**config.mk**
```make
export PLATFORM = sky130hd
export DESIGN_NAME = hex_display_mux_flat
export DESIGN_NICKNAME = d
export VERILOG_FILES = /design/src/rtl/hex_display_mux_if.sv /design/src/rtl/hex_display_mux.sv /design/src/flat_wrapper.sv
export SDC_FILE = /design/constraint.sdc
export NUM_CORES = 1
export LEC_CHECK = 0
export CAP_MARGIN = 0
export CORE_AREA = 2 2 65 79
export CTS_CLUSTER_DIAMETER = 150
export CTS_CLUSTER_SIZE = 30
export DETAILED_ROUTE_END_ITERATION = 6
export DIE_AREA = 0 0 67 81
export GPL_TIMING_DRIVEN = 0
export PLACE_DENSITY = 0.77
export SYNTH_ARGS = -nofsm -noshare
export SYNTH_HDL_FRONTEND = slang
export SYNTH_SLANG_ARGS = --single-unit
```
**constraint.sdc**
```tcl
create_clock -name clk -period 3.4 [get_ports clk]
set_clock_uncertainty 0.1 [all_clocks]
set_input_delay 0.85 -clock clk [delete_from_list [all_inputs] [get_ports clk]]
set_output_delay 0.85 -clock clk [all_outputs]
set_load 0.05 [all_outputs]
```
**src/rtl/hex_display_mux_if.sv**
```systemverilog
// Display-side signal bundle for hex_display_mux: the value, its load strobe
// and the display controls go into the multiplexer, and the registered
// segment, anode and frame signals come out of it.
interface hex_display_mux_if #(
    parameter int unsigned DIGITS = 4
);
    logic [4*DIGITS-1:0] num;
    logic                ld;
    logic                en;
    logic                lzb;
    logic [DIGITS-1:0]   blink_mask;
    logic [6:0]          seg;
    logic [DIGITS-1:0]   an;
    logic                frame;

    modport master (
        output num, ld, en, lzb, blink_mask,
        input  seg, an, frame
    );

    modport slave (
        input  num, ld, en, lzb, blink_mask,
        output seg, an, frame
    );
endinterface

```
**src/rtl/hex_display_mux.sv**
```systemverilog
// Time-multiplexed driver for a DIGITS-wide common-anode hex display.
// A shadow register holds the shown value. A free-running prescaler steps
// the digit index, and seg/an are registered from the current index and
// shadow. Leading-zero blanking and per-digit blinking are supported, and
// frame pulses once per completed scan.
module hex_display_mux #(
    parameter int unsigned DIGITS       = 4,
    parameter int unsigned SCAN_DIV     = 1000,
    parameter int unsigned BLINK_FRAMES = 64
) (
    input  logic              clk,
    input  logic              rst_n,
    hex_display_mux_if.slave  bus
);
    localparam int unsigned IW = (DIGITS > 1) ? $clog2(DIGITS) : 1;
    localparam int unsigned PW = $clog2(SCAN_DIV);
    localparam int unsigned BW = (BLINK_FRAMES > 1) ? $clog2(BLINK_FRAMES) : 1;
    localparam logic [IW-1:0] LAST_IDX   = IW'(DIGITS - 1);
    localparam logic [PW-1:0] LAST_PRE   = PW'(SCAN_DIV - 1);
    localparam logic [BW-1:0] LAST_BLINK = BW'(BLINK_FRAMES - 1);

    logic [4*DIGITS-1:0] shadow;
    logic [PW-1:0]       pre;
    logic [IW-1:0]       idx;
    logic [BW-1:0]       blink_cnt;
    logic                phase;
    logic                wrapped;
    logic                advance;
    logic                wrap;
    logic [3:0]          nib;
    logic                lz_here;
    logic                blink_here;
    logic [DIGITS-1:0]   an_d;
    logic [6:0]          seg_d;

    // Active-low gfedcba pattern for one hex nibble
    function automatic logic [6:0] hex7(input logic [3:0] n);
        case (n)
            4'h0: hex7 = 7'h40;
            4'h1: hex7 = 7'h79;
            4'h2: hex7 = 7'h24;
            4'h3: hex7 = 7'h30;
            4'h4: hex7 = 7'h19;
            4'h5: hex7 = 7'h12;
            4'h6: hex7 = 7'h02;
            4'h7: hex7 = 7'h78;
            4'h8: hex7 = 7'h00;
            4'h9: hex7 = 7'h10;
            4'hA: hex7 = 7'h08;
            4'hB: hex7 = 7'h03;
            4'hC: hex7 = 7'h46;
            4'hD: hex7 = 7'h21;
            4'hE: hex7 = 7'h06;
            default: hex7 = 7'h0E;
        endcase
    endfunction

    assign advance = (pre == LAST_PRE);
    assign wrap    = advance && (idx == LAST_IDX);

    // Shadow copy of num, captured on every load strobe
    always_ff @(posedge clk or negedge rst_n) begin
        if (!rst_n) begin
            shadow <= '0;
        end else if (bus.ld) begin
            shadow <= bus.num;
        end
    end

    // Free-running prescaler and digit index; wrapped marks a completed scan
    always_ff @(posedge clk or negedge rst_n) begin
        if (!rst_n) begin
            pre     <= '0;
            idx     <= '0;
            wrapped <= 1'b0;
        end else begin
            wrapped <= wrap;
            if (advance) begin
                pre <= '0;
                idx <= (idx == LAST_IDX) ? '0 : idx + 1'b1;
            end else begin
                pre <= pre + 1'b1;
            end
        end
    end

    // Blink phase flips after every BLINK_FRAMES completed scans
    always_ff @(posedge clk or negedge rst_n) begin
        if (!rst_n) begin
            blink_cnt <= '0;
            phase     <= 1'b0;
        end else if (wrap) begin
            if (blink_cnt == LAST_BLINK) begin
                blink_cnt <= '0;
                phase     <= ~phase;
            end else begin
                blink_cnt <= blink_cnt + 1'b1;
            end
        end
    end

    // Select the current digit and decide anode drive and blanking
    always_comb begin
        nib        = '0;
        lz_here    = 1'b0;
        blink_here = 1'b0;
        an_d       = '1;
        seg_d      = 7'h7F;
        for (int unsigned j = 0; j < DIGITS; j++) begin
            an_d[j] = ~(bus.en && (idx == IW'(j)));
            if (idx == IW'(j)) begin
                nib        = shadow[4*j +: 4];
                blink_here = bus.blink_mask[j];
                // digit 0 is never a leading zero
                lz_here    = (j != 0);
                for (int unsigned m = j; m < DIGITS; m++) begin
                    if (shadow[4*m +: 4] != 4'h0) begin
                        lz_here = 1'b0;
                    end
                end
            end
        end
        if (bus.en && !(bus.lzb && lz_here) && !(phase && blink_here)) begin
            seg_d = hex7(nib);
        end
    end

    // Registered display outputs; frame lands with the return to digit 0
    always_ff @(posedge clk or negedge rst_n) begin
        if (!rst_n) begin
            bus.an    <= '1;
            bus.seg   <= 7'h7F;
            bus.frame <= 1'b0;
        end else begin
            bus.an    <= an_d;
            bus.seg   <= seg_d;
            bus.frame <= wrapped;
        end
    end
endmodule

```
**src/flat_wrapper.sv**
```systemverilog
// flat-port wrapper written by rule: the top's interface ports become plain ports
module hex_display_mux_flat 
#(
    parameter int unsigned DIGITS       = 4,
    parameter int unsigned SCAN_DIV     = 1000,
    parameter int unsigned BLINK_FRAMES = 64
)
  (clk, rst_n, bus_num, bus_ld, bus_en, bus_lzb, bus_blink_mask, bus_seg, bus_an, bus_frame);
  hex_display_mux_if #(.DIGITS(DIGITS)) bus_i ();
  input  logic clk;
  input  logic rst_n;
  input wire logic [$bits(bus_i.num)-1:0] bus_num;
  input wire logic [$bits(bus_i.ld)-1:0] bus_ld;
  input wire logic [$bits(bus_i.en)-1:0] bus_en;
  input wire logic [$bits(bus_i.lzb)-1:0] bus_lzb;
  input wire logic [$bits(bus_i.blink_mask)-1:0] bus_blink_mask;
  output wire logic [$bits(bus_i.seg)-1:0] bus_seg;
  output wire logic [$bits(bus_i.an)-1:0] bus_an;
  output wire logic [$bits(bus_i.frame)-1:0] bus_frame;
  assign bus_i.num = bus_num;
  assign bus_i.ld = bus_ld;
  assign bus_i.en = bus_en;
  assign bus_i.lzb = bus_lzb;
  assign bus_i.blink_mask = bus_blink_mask;
  assign bus_seg = bus_i.seg;
  assign bus_an = bus_i.an;
  assign bus_frame = bus_i.frame;
  hex_display_mux #(.DIGITS(DIGITS), .SCAN_DIV(SCAN_DIV), .BLINK_FRAMES(BLINK_FRAMES)) u_core (.clk(clk), .rst_n(rst_n), .bus(bus_i));
endmodule
```
==> impl_metrics.tcl, run 1 <==
set metrics [dict create \
    dp_hpwl_um 3210 \
    fin_nets 295 \
    route.antenna.remaining_nets 0 \
    vias 1680 \
    crit_slowest_cell "a211oi_1" \
    vias_per_cell 5.27 \
    area_growth_pct 22.5 \
    cts-root-buf "clkbuf_8" \
    overflow 0 \
    worst_setup_path_start_kind "register" \
    worst-setup-path-type "register to register" \
    clock_sinks 48 \
    maxSlewViolCount 0 \
    fillers 407 \
    crit_arrival_ns 2.82 \
    clkTransAtPathRegs_ns 0.09 \
    row_count 28 \
    grt_max_degree 26 \
    synthCells 215 \
    drive_above_1_share_pct 19.7 \
    critPathBufInv 3 \
    ctsResizeCount 0 \
    die_area_mm2 0.00543 \
    synth_top_flop_cell "dfrtp_1" \
    h-tree-depth 2 \
    antenna_found_initial 0 \
    worst_pin_slew_ns 0.556 \
    post-route-min-period_ns 2.70 \
    cts_buffers 5 \
    syn_area_mm2 0.00239 \
    synth_area_per_cell_um2 11.1 \
    ys_warn_count 0 \
    cts_buffer_depth 2 \
    clock.fmax_ghz 0.370 \
    synth_seq_cells 48 \
    postCtsSetupBuffers 0 \
    finalCritPeriodShare_pct 79.4 \
    initial_utilization_pct 50.2 \
    clock_latency_ns 0.30 \
    core_area_mm2 0.00476 \
    die_y_um 81 \
    hold_path.class "register to register" \
    place.gp.congestion 0.801 \
    synth.net_count 252 \
    cpLargestDelayFamily "compound AO/OA/AOI/OAI gates" \
    drt-pass1-iter-count 4 \
    critPathCaptureType "register" \
    ys_async_sr_fraction_pct 100 \
    hold_viol 0 \
    grt_pass1_wl_um 7450 \
    fin_tns_setup_ns 0 \
    slew_headroom_pct 62.7 \
    dp_cells 311 \
    drc 0 \
    p_per_area_mw_per_mm2 400 \
    track_usage_pct 18.1 \
    num_antenna_cells 0 \
    synth_edf_count 0 \
    drt_iter0_drc 82 \
    ys_types 47 \
    slowest_delay_ns 0.49 \
    rsz0062_at_grt "false" \
    ys_seq_area_share_pct 50.8 \
    io_buffers 35 \
    wl_per_cell_um 13.1 \
    cap_violations 0 \
    setup_viol 0 \
    fp.dieW_um 67 \
    instances_no_fill 319 \
    cts_tree "yes" \
    total_leakage_power_nw 1.30 \
    grt_pass1_vias 1608 \
    drt_wl_total_um 4190 \
    crit_top_cell "ha_1" \
    crit_path_max_fanout 10 \
    holdBufCountCts 0 \
    critPathRequiredTime_ns 3.52 \
    crit_path_cell_trace "ha_1 > buf_4 > buf_2 > nor2b_1 > a211oi_1 > inv_1 > ha_1 > mux2_2 > a22oi_1 > nand2_1" \
    io_pins 37 \
    status "completed" \
    vdd_drop_max_uv 253 \
]
[placed cells by master, fill, tap and decap left out, types with 2 or more instances in the layout]
master / Yosys / layout
clkdlybuf4s50_1: 0 / 34
o21ai_0: 10 / 10
xnor2_1: 7 / 7
and3_1: 2 / 2
nor3b_1: 3 / 3
nor2_1: 9 / 9
clkbuf_8: 0 / 6
buf_2: 5 / 6
dfstp_2: 11 / 11
a21o_1: 3 / 3
nand3b_1: 3 / 3
a211oi_1: 5 / 5
dfrtp_1: 37 / 37
mux2_2: 17 / 17
mux2i_1: 3 / 3
inv_1: 7 / 7
ha_1: 12 / 12
clkinvlp_4: 0 / 2
nand2_1: 23 / 23
a21oi_1: 6 / 6
o211ai_1: 5 / 5
nor2b_1: 7 / 7
clkbuf_1: 2 / 2
a22oi_1: 2 / 2
nor4_1: 3 / 3
nand3_1: 8 / 8
nor3_1: 2 / 2
[logic make-up (layout without fill, tap and decap cells)]
group / after synthesis / after routing / share of synthesized area [%]
xor+xnor: 8 / 8 / 2.93
buf+inv: 16 / 60 / 2.93
simple gates: 72 / 72 / 16.9
fa+ha+maj: 12 / 12 / 6.28
flops: 48 / 48 / 50.8
mux: 20 / 20 / 9.26
compound gates: 39 / 39 / 10.9
[where the power goes]
part           total, mW  switching (mW)  internal (mW)
Combinational      0.190           0.103         0.0872
Sequential         0.626          0.0180          0.608
Clock              0.356           0.191          0.165
Total               1.17           0.312          0.860
[synth_stat cells, drive strengths merged, types with 2 or more instances]
cell type / n / area share [%]
nand2: 23 / 3.6
dfrtp: 37 / 39
mux2: 17 / 8.0
nor3: 3 / 0.84
a21oi: 6 / 1.3
nor2: 9 / 1.4
nor3b: 3 / 0.94
dfstp: 11 / 12
nand3: 8 / 1.7
and3: 3 / 0.84
xnor2: 7 / 2.6
inv: 7 / 1.1
clkbuf: 2 / 0.31
a21o: 3 / 0.94
a22oi: 2 / 0.63
buf: 7 / 1.5
o211ai: 5 / 1.6
nor2b: 7 / 1.8
ha: 12 / 6.3
a211oi: 6 / 2.1
nand3b: 3 / 0.94
o21ai: 10 / 2.1
nor4: 3 / 0.78
mux2i: 3 / 1.3
[area by class of cell]
class / count / area, um2 / area share (%)
Sequential cell: 48 / 1210 / 41.5
Multi-Input combinational cell: 151 / 1110 / 37.8
Timing Repair Buffer: 36 / 365 / 12.5
Clock buffer: 6 / 82.6 / 2.82
Tap cell: 60 / 75.1 / 2.56
Buffer: 9 / 43.8 / 1.49
Inverter: 7 / 26.3 / 0.897
Clock inverter: 2 / 15.0 / 0.512
[per-stage QoR]
| stage | hold slack [ns] | total power, mW | instance area (um2) | setup WS (ns) | util (%) |
|---|---|---|---|---|---|
| after floorplan | 0.231 | 0.750 | 2390 | 0.955 | - |
| after global placement | 0.233 | 0.823 | 2820 | 0.0701 | 59.1 |
| after detailed placement | 0.245 | 0.829 | 2830 | 0.704 | 59.5 |
| after CTS | 0.266 | 1.19 | 2930 | 0.688 | 61.5 |
| after global routing | 0.290 | 1.23 | 2930 | 0.399 | 61.5 |
| final | 0.262 | 1.17 | 2930 | 0.700 | 61.5 |
[worst paths after layout]
path	startpoint	to	slack, ns	cells past startpoint
worst max-delay path	u_core.idx[0]	u_core.bus.seg[6]	0.70	10
worst min-delay path	u_core.wrapped	u_core.bus.frame	0.26	0
worst max register to register	u_core.idx[0]	u_core.bus.seg[6]	0.70	10
worst min register to register	u_core.wrapped	u_core.bus.frame	0.26	0
max in group asynchronous	rst_n	u_core.idx[1]	2.28	2
min in group asynchronous	rst_n	u_core.bus.frame	0.41	1
[flip-flops by register name (all words and copies together), names as in the netlist]
register          count
u_core.wrapped        1
u_core.bus.seg        7
u_core.blink_cnt      6
u_core.idx            2
u_core.phase          1
u_core.shadow        16
u_core.pre           10
u_core.bus.an         4
u_core.bus.frame      1
[metal layers]
metal | global-route usage, % | vias up | routed length [um]
met5 | 0 | - | 0
li1 | - | 851 | -
met1 | 24.8 | 787 | 1970
met2 | 28.3 | 34 | 2000
met4 | 6.73 | 0 | 73
met3 | 3.74 | 8 | 140
Note: power is estimated with default switching activity, not from simulation.
==> run 2: changes to the inputs <==
==> constraint.sdc (replaced) <==
create_clock -name clk -period 2.8 [get_ports clk]
set_clock_uncertainty 0.1 [all_clocks]
set_input_delay 0.7 -clock clk [delete_from_list [all_inputs] [get_ports clk]]
set_output_delay 0.7 -clock clk [all_outputs]
set_load 0.05 [all_outputs]
==> run 2 against run 1 <==
Combinational power grew 22%. Clock power grew 22%. Worst hold slack is essentially flat. Critical path type unchanged. Highest routed layer unchanged.
==> impl_metrics.tcl, run 2 (synthesis results as in run 1) <==
set metrics [dict create \
    drt_iter0_drc 98 \
    post-route-min-period_ns 2.55 \
    maxSlewViolCount 0 \
    num_antenna_cells 0 \
    cap_violations 0 \
    dp_hpwl_um 3210 \
    overflow 0 \
    worst_setup_path_start_kind "register" \
    worst-setup-path-type "register to register" \
    grt_max_degree 26 \
    clock.fmax_ghz 0.392 \
    grt_pass1_vias 1608 \
    worst_pin_slew_ns 0.526 \
    postCtsSetupBuffers 0 \
    drt_wl_total_um 4290 \
    multi_input_area_mm2 0.00112 \
    largest_reg_flops 16 \
    antenna_found_initial 0 \
    hold_viol 0 \
    fin_nets 295 \
    ctsResizeCount 0 \
    vdd_drop_max_uv 308 \
    clock_latency_ns 0.30 \
    crit_path_max_fanout 10 \
    die_y_um 81 \
    die_area_mm2 0.00543 \
    top_regs "u_core.shadow x16, u_core.pre x10, u_core.bus.seg x7" \
    fillers 407 \
    row_count 28 \
    initial_utilization_pct 50.2 \
    seqCellArea_mm2 0.00121 \
    cts_tree "yes" \
    grt_pass1_wl_um 7450 \
    crit_arrival_ns 2.67 \
    status "completed" \
    vias 1672 \
    crit_slowest_cell "dfrtp_1" \
    p_per_area_mw_per_mm2 485 \
    rsz0062_at_grt "false" \
    final_cell_mix "dfrtp_1 (37), clkdlybuf4s50_1 (34), nand2_1 (23)" \
    cts_buffer_depth 2 \
    route.antenna.remaining_nets 0 \
    hold_path.class "primary input to asynchronous set/reset pin" \
    setup_viol 0 \
    drc 0 \
    fp.dieW_um 67 \
    io_buffers 35 \
    core_area_mm2 0.00476 \
    drt-pass1-iter-count 4 \
    drive_above_1_share_pct 20.5 \
    area_growth_pct 22.9 \
    clkTransAtPathRegs_ns 0.09 \
    holdBufCountCts 0 \
    slowest_delay_ns 0.43 \
    track_usage_pct 18.1 \
    vias_per_cell 5.24 \
    wl_per_cell_um 13.5 \
    top_register "u_core.shadow" \
    h-tree-depth 2 \
    cts-root-buf "clkbuf_8" \
    crit_top_cell "ha_1" \
    io_pins 37 \
    final_common_cell "dfrtp_1" \
    whs_ns 0.262 \
    critPathCaptureType "register" \
    finalCritPeriodShare_pct 91.0 \
    crit_path_cell_trace "ha_1 > buf_4 > buf_2 > nor2b_1 > a211oi_2 > inv_1 > ha_1 > mux2_2 > a22oi_1 > nand2_1" \
    slew_headroom_pct 65.0 \
    critPathRequiredTime_ns 2.92 \
    post-route-util_pct 61.7 \
    clock_sinks 48 \
    place.gp.congestion 0.801 \
    cts_buffers 5 \
    total_leakage_power_nw 1.30 \
]
-- run 2: area by class of cell --
cell class                 count  share of cell area, %
timing repair buffer          36                   12.4
clock inverter                 2                  0.511
clock buffer                   6                   2.81
inverter                       7                  0.894
multi-input combinational    151                   38.0
tap                           60                   2.55
sequential                    48                   41.3
buffer                         9                   1.49
-- run 2: where the power goes --
part,internal (mW),switching [mW]
Clock,0.200,0.233
Combinational,0.107,0.126
Sequential,0.738,0.0223
-- run 2: final timing paths --
kind / start / to / slack [ns] / cells after the start
worst max-delay path: u_core.idx[0] / u_core.bus.seg[6] / 0.25 / 10
worst min-delay path: rst_n / u_core.bus.frame / 0.26 / 1
worst max register to register: u_core.idx[0] / u_core.bus.seg[6] / 0.25 / 10
worst min register to register: u_core.wrapped / u_core.bus.frame / 0.26 / 0
max in group asynchronous: rst_n / u_core.idx[1] / 1.83 / 2
min in group clk: u_core.wrapped / u_core.bus.frame / 0.26 / 0
-- run 2: stage by stage --
step	setup TNS [ns]	total power [mW]	worst slack (ns)	cells	cell area, um2
finish	0	1.43	0.252	319	2940
floorplan	0	0.910	0.355	215	2390
CTS	0	1.44	0.0877	319	2930
global placement	-13.98	1.00	-0.380	310	2820
global route	0	1.50	0.0291	319	2940
detailed placement	0	1.01	0.104	311	2830
-- run 2: metal layers --
layer  track usage [%]  part of all wire (%)
met5                 0                     0
met4              6.73                   1.7
met3              3.74                   3.4
met2              28.3                    48
met1              24.8                    47
-- run 2: worst max-delay path, delay by kind of cell, from the launching register on --
family	cells	cell delay, ns
and+or+nand+nor	2	0.24
muxes	1	0.26
adders and majority gates	2	0.43
buffers and inverters	3	0.51
AOI/OAI and AO/OA	2	0.50
DFF	1	0.43
